File: config.mk
export PLATFORM = sky130hd
export DESIGN_NAME = uart_rx
export DESIGN_NICKNAME = d
export VERILOG_FILES = /design/src/rtl/uart_rx.sv
export SDC_FILE = /design/constraint.sdc
export NUM_CORES = 1
export LEC_CHECK = 0
export ABC_AREA = 1
export BUFFER_PORTS_ARGS = -buffer_cell sky130_fd_sc_hd__buf_2
export CORE_UTILIZATION = 30
export DETAILED_ROUTE_END_ITERATION = 16
export GPL_ROUTABILITY_DRIVEN = 0
export HOLD_SLACK_MARGIN = 0.03
export SLEW_MARGIN = 20
export SYNTH_ARGS = -nofsm -noshare
export SYNTH_HDL_FRONTEND = slang
export SYNTH_SLANG_ARGS = --single-unit
export TNS_END_PERCENT = 30
File: constraint.sdc
create_clock -name clk -period 2 [get_ports clk]
set_clock_uncertainty 0.1 [all_clocks]
set_input_delay 0.1 -clock clk [delete_from_list [all_inputs] [get_ports clk]]
set_output_delay 0.1 -clock clk [all_outputs]
set_load 0.03 [all_outputs]
File: src/rtl/uart_rx.sv
// uart_rx - 8N1 UART receiver with 16x oversampling.
//
// The serial line is synchronised, and a start is taken only on a falling
// edge. The start bit is re-checked at OS_MID ticks. Data bits and the stop
// bit are sampled at oversample count 15, which is mid-bit once the counter
// has been aligned in START. Completed bytes land in a valid/ready holding
// register. If a new byte arrives while the held byte has not been accepted,
// the new byte overwrites it and overrun pulses.
//
// Optional feature: define UART_RX_PARITY_EN to add an even-parity bit between
// the data and the stop bit, together with the par_err pulse output.
//
// Ports:
//   clk       system clock, rising edge
//   rst       synchronous active-high reset
//   rxd       asynchronous serial input, idles high
//   rx_ready  consumer accepts rx_data while rx_valid is high
//   rx_data   received byte (LSB first on the line)
//   rx_valid  rx_data holds an unconsumed byte
//   frame_err one-cycle pulse: stop bit sampled low
//   overrun   one-cycle pulse: an unconsumed byte was overwritten
//   busy      receiver is not idle
//   par_err   (UART_RX_PARITY_EN only) one-cycle pulse: parity check failed
module uart_rx #(
  parameter logic [15:0] CLK_DIV = 16'd27,
  parameter logic [3:0]  OS_MID  = 4'd7
) (
  input  logic       clk,
  input  logic       rst,
  input  logic       rxd,
  input  logic       rx_ready,
  output logic [7:0] rx_data,
  output logic       rx_valid,
  output logic       frame_err,
  output logic       overrun,
  output logic       busy
`ifdef UART_RX_PARITY_EN
  ,output logic      par_err
`endif
);

  typedef enum logic [2:0] {
    IDLE,
    START,
    DATA,
`ifdef UART_RX_PARITY_EN
    PARITY,
`endif
    STOP
  } state_t;

  state_t      state_q;
  logic        sync1_q, rxd_s_q, rxd_prev_q;
  logic [15:0] div_cnt_q;
  logic [3:0]  os_cnt_q;
  logic [3:0]  bit_cnt_q;
  logic [7:0]  shift_q;
  logic [7:0]  rx_data_q;
  logic        rx_valid_q, frame_err_q, overrun_q;
  logic        fall, tick;
`ifdef UART_RX_PARITY_EN
  logic        par_bit_q, par_err_q;
`endif

  // Two-flop synchroniser plus one history flop for edge detection.
  always_ff @(posedge clk) begin
    if (rst) begin
      sync1_q    <= 1'b1;
      rxd_s_q    <= 1'b1;
      rxd_prev_q <= 1'b1;
    end else begin
      sync1_q    <= rxd;
      rxd_s_q    <= sync1_q;
      rxd_prev_q <= rxd_s_q;
    end
  end

  assign fall = rxd_prev_q & ~rxd_s_q;
  assign tick = (div_cnt_q == CLK_DIV - 16'd1);

  always_ff @(posedge clk) begin
    if (rst) begin
      state_q     <= IDLE;
      div_cnt_q   <= 16'd0;
      os_cnt_q    <= 4'd0;
      bit_cnt_q   <= 4'd0;
      shift_q     <= 8'h00;
      rx_data_q   <= 8'h00;
      rx_valid_q  <= 1'b0;
      frame_err_q <= 1'b0;
      overrun_q   <= 1'b0;
`ifdef UART_RX_PARITY_EN
      par_bit_q   <= 1'b0;
      par_err_q   <= 1'b0;
`endif
    end else begin
      frame_err_q <= 1'b0;
      overrun_q   <= 1'b0;
`ifdef UART_RX_PARITY_EN
      par_err_q   <= 1'b0;
`endif
      // A consumer handshake clears valid. A byte completing in this same
      // cycle overrides the clear further down.
      if (rx_valid_q && rx_ready) rx_valid_q <= 1'b0;

      if (state_q == IDLE || tick) div_cnt_q <= 16'd0;
      else                         div_cnt_q <= div_cnt_q + 16'd1;

      case (state_q)
        IDLE: begin
          if (fall) begin
            state_q  <= START;
            os_cnt_q <= 4'd0;
          end
        end
        START: begin
          if (tick) begin
            if (os_cnt_q == OS_MID) begin
              os_cnt_q  <= 4'd0;
              bit_cnt_q <= 4'd0;
              state_q   <= rxd_s_q ? IDLE : DATA;
            end else begin
              os_cnt_q <= os_cnt_q + 4'd1;
            end
          end
        end
        DATA: begin
          if (tick) begin
            // Wrapping 15 -> 0 realigns the counter for the next bit.
            os_cnt_q <= os_cnt_q + 4'd1;
            if (os_cnt_q == 4'd15) begin
              shift_q   <= {rxd_s_q, shift_q[7:1]};
              bit_cnt_q <= bit_cnt_q + 4'd1;
              if (bit_cnt_q == 4'd7) begin
`ifdef UART_RX_PARITY_EN
                state_q <= PARITY;
`else
                state_q <= STOP;
`endif
              end
            end
          end
        end
`ifdef UART_RX_PARITY_EN
        PARITY: begin
          if (tick) begin
            os_cnt_q <= os_cnt_q + 4'd1;
            if (os_cnt_q == 4'd15) begin
              par_bit_q <= rxd_s_q;
              state_q   <= STOP;
            end
          end
        end
`endif
        STOP: begin
          if (tick) begin
            os_cnt_q <= os_cnt_q + 4'd1;
            if (os_cnt_q == 4'd15) begin
              state_q <= IDLE;
              if (!rxd_s_q) begin
                frame_err_q <= 1'b1;
`ifdef UART_RX_PARITY_EN
              end else if (^{shift_q, par_bit_q}) begin
                par_err_q <= 1'b1;
`endif
              end else begin
                rx_data_q  <= shift_q;
                rx_valid_q <= 1'b1;
                if (rx_valid_q && !rx_ready) overrun_q <= 1'b1;
              end
            end
          end
        end
        default: state_q <= IDLE;
      endcase
    end
  end

  assign rx_data   = rx_data_q;
  assign rx_valid  = rx_valid_q;
  assign frame_err = frame_err_q;
  assign overrun   = overrun_q;
  assign busy      = (state_q != IDLE);
`ifdef UART_RX_PARITY_EN
  assign par_err   = par_err_q;
`endif

endmodule

==> reports/metrics.cfg <==
[floorplan]
dieArea_um2=7800
die_h_um=88.3
coreArea_um2=7210
initial_core_util=0.310
io_pins=16
row_count=31
dieWidth_um=88.3

[global_routing]
grt_pass1_wl_um=7910
grt_overflow_total=0
grt_max_degree=22
grt_pass1_vias=1801
antenna_found_initial=0
track_usage=0.130

[clock_network]
numCtsBuffers=5
path_clk_slew_ps=90
cts.sinks=48
root_buffer=clkbuf_8
cts_resized=0
cts_tree=yes
clockBufferDepth=2
cts.htree.levels=2
clock_latency_ps=300

[final_layout]
drive_above_1_share=0.140
final_area_um2=2610
fin_util=0.361
fin_nets=350
final_cells=442
antennaDiodeCount=0
area_growth_pct=16.5

[drt]
wl_per_cell_um=10.1
drt-pass1-iter-count=4
routed_wl_um=4450
vias=1944
ant_nets=0
drc=0
drt-initial-drc-count=80
viasPerCell=4.40

[power_and_ir_drop]
ir_drop_uv=353
p_leak_nw=1.10
powerDensity_nw_per_um2=947

[sta]
max_slew_margin=0.756
drv_slew=0
hold_violations=0
layout_min_cycle_time_ps=1790
rsz0062_at_grt=no
max_freq_mhz=560
setup_viol=0
min_period_over_period=0.893
tightest_slew_ps=364
setup-tns-final_ps=0

[setup_path]
critPathMaxFanout=17
end_kind=flip-flop
critPathTopFamily=simple AND/OR/NAND/NOR gates
critPathKind=flip-flop to flip-flop
path_cells=inv_1 -> ha_1 -> inv_1 -> nor2_1 -> nand2_1 -> nor2_1 -> nand3_2 -> o21ai_0 -> a21oi_1
rr_worst_depth=9
reg2reg_to=rx_data[1]
slowest_stage=dfxtp_1
critPathArrivalTime_ps=1870
r2r_setup_slack_ps=210
worstPathRequired_ps=2090
cp.buffers_inverters=2
start_kind=flip-flop
critPathMaxStageDelay_ps=350
r2r-start=div_cnt_q[0]

[job]
maxCapViolCount=0

[placed_design]
dp_hpwl_um=3270
dpl_cell_area_um2=2420
port_buffers=15
dp.cells=429

[logic_synthesis]
synth_cell_types=26
synth_top_family_by_area=simple AND/OR/NAND/NOR gates
synthMuxAreaShare=0
yosys.area.top_type_share=0.430
yosys_register_bits=48
seq_area_frac_synth=0.430
synth_area_leaders=dfxtp_1, nor2_1, nand2_1, inv_1, a21oi_1
synth_nets=326
synthCells=318
synth_simple_gate_area_frac=0.335
synth_xor_area_frac=0.0235
synth_compound_area_frac=0.105
avgSynthCellArea_um2=7.03
synth-adder-area-share=0.0224
yosys_warnings=0
synth_area_um2=2240
synth.largest_area_cell=dfxtp_1

[hold_path]
hp-class=flip-flop to flip-flop
hp-start=sync1_q
holdPathStages=1
worstHoldEndpoint=rxd_s_q

[run_status]
status=finished, final reports clean

-- timing repair --
item	CTS	global route
endpoints found under the setup margin	0	1
hold buffers	3	0
setup buffers	0	2
hold endpoints to repair	6	0
-- logic make-up (layout without fill, tap and decap cells) --
logic type	after synthesis	after routing
AOI/OAI and AO/OA	45	45
xor gates and xnor gates	6	6
adders and majority gates	4	4
buffers and inverters	48	73
DFF	48	48
and+or+nand+nor	167	167
-- Yosys cell counts (all sizes together) --
master	n
nor2	69
nand2	60
dfxtp	48
inv	43
a21oi	22
nand3	22
o21ai	22
nor3	10
ha	4
xor2	4
clkbuf	3
or2	3
buf	2
nand4	2
xnor2	2
a211oi	1
nor4	1
-- layout make-up --
cell class,instances,area (µm²)
inverter,43,161
multi-input combinational,222,1090
fill,783,4610
sequential,48,961
timing repair buffer,22,135
clock inverter,3,68.8
clock buffer,5,68.8
tap,99,124
-- layout by cell type, fill, tap and decap left out, drive strengths merged --
cell and instances:
a211oi 1, a21oi 22, buf 19, bufinv 2, clkbuf 5, dfxtp 48, dlygate4sd3 3, ha 4
inv 44, nand2 60, nand3 22, nand4 2, nor2 69, nor3 10, nor4 1, o21ai 22
or2 3, xnor2 2, xor2 4
-- worst max path at each step --
stage	startpoint	to	slack [ps]	cells past startpoint
after global placement	div_cnt_q[0]	shift_q[4]	260	9
final	div_cnt_q[0]	rx_data[1]	210	9
after floorplan	os_cnt_q[0]	rx_data[3]	470	9
after detailed placement	os_cnt_q[0]	rx_data[0]	220	8
after CTS	os_cnt_q[0]	rx_data[0]	220	8
after global routing	div_cnt_q[0]	rx_data[1]	20	9
-- power breakdown --
part | leakage (nW) | internal, mW | switching [mW]
clock | 0.0687 | 0.503 | 0.332
sequential | 0.388 | 1.00 | 0.0601
combinational | 0.645 | 0.174 | 0.397
-- state kept, by name, summed over array words and instances, names as in the netlist --
signal,flops
overrun,1
rx_data,8
state_q,2
rxd_s_q,1
frame_err,1
sync1_q,1
shift_q,8
rxd_prev_q,1
div_cnt_q,16
rx_valid,1
os_cnt_q,4
bit_cnt_q,4
-- routing by layer --
layer  vias up  share of wire  routed length, µm  track usage
met1       872           0.52               2320        0.173
met4         0          0.017                 75       0.0528
met5         -              0                  0            0
li1       1050              -                  -            -
met2        18           0.44               1970        0.207
met3         4          0.018                 79       0.0224
-- through the flow --
step | total power, mW | hold slack, ps | setup slack (ps)
after floorplan | 1.52 | 104 | 473
after global placement | 1.66 | 185 | 265
after detailed placement | 1.66 | 185 | 219
after CTS | 2.51 | 318 | 217
after global routing | 2.65 | 341 | 18.7
final | 2.47 | 316 | 215
Power figures use the tool's default switching activity.
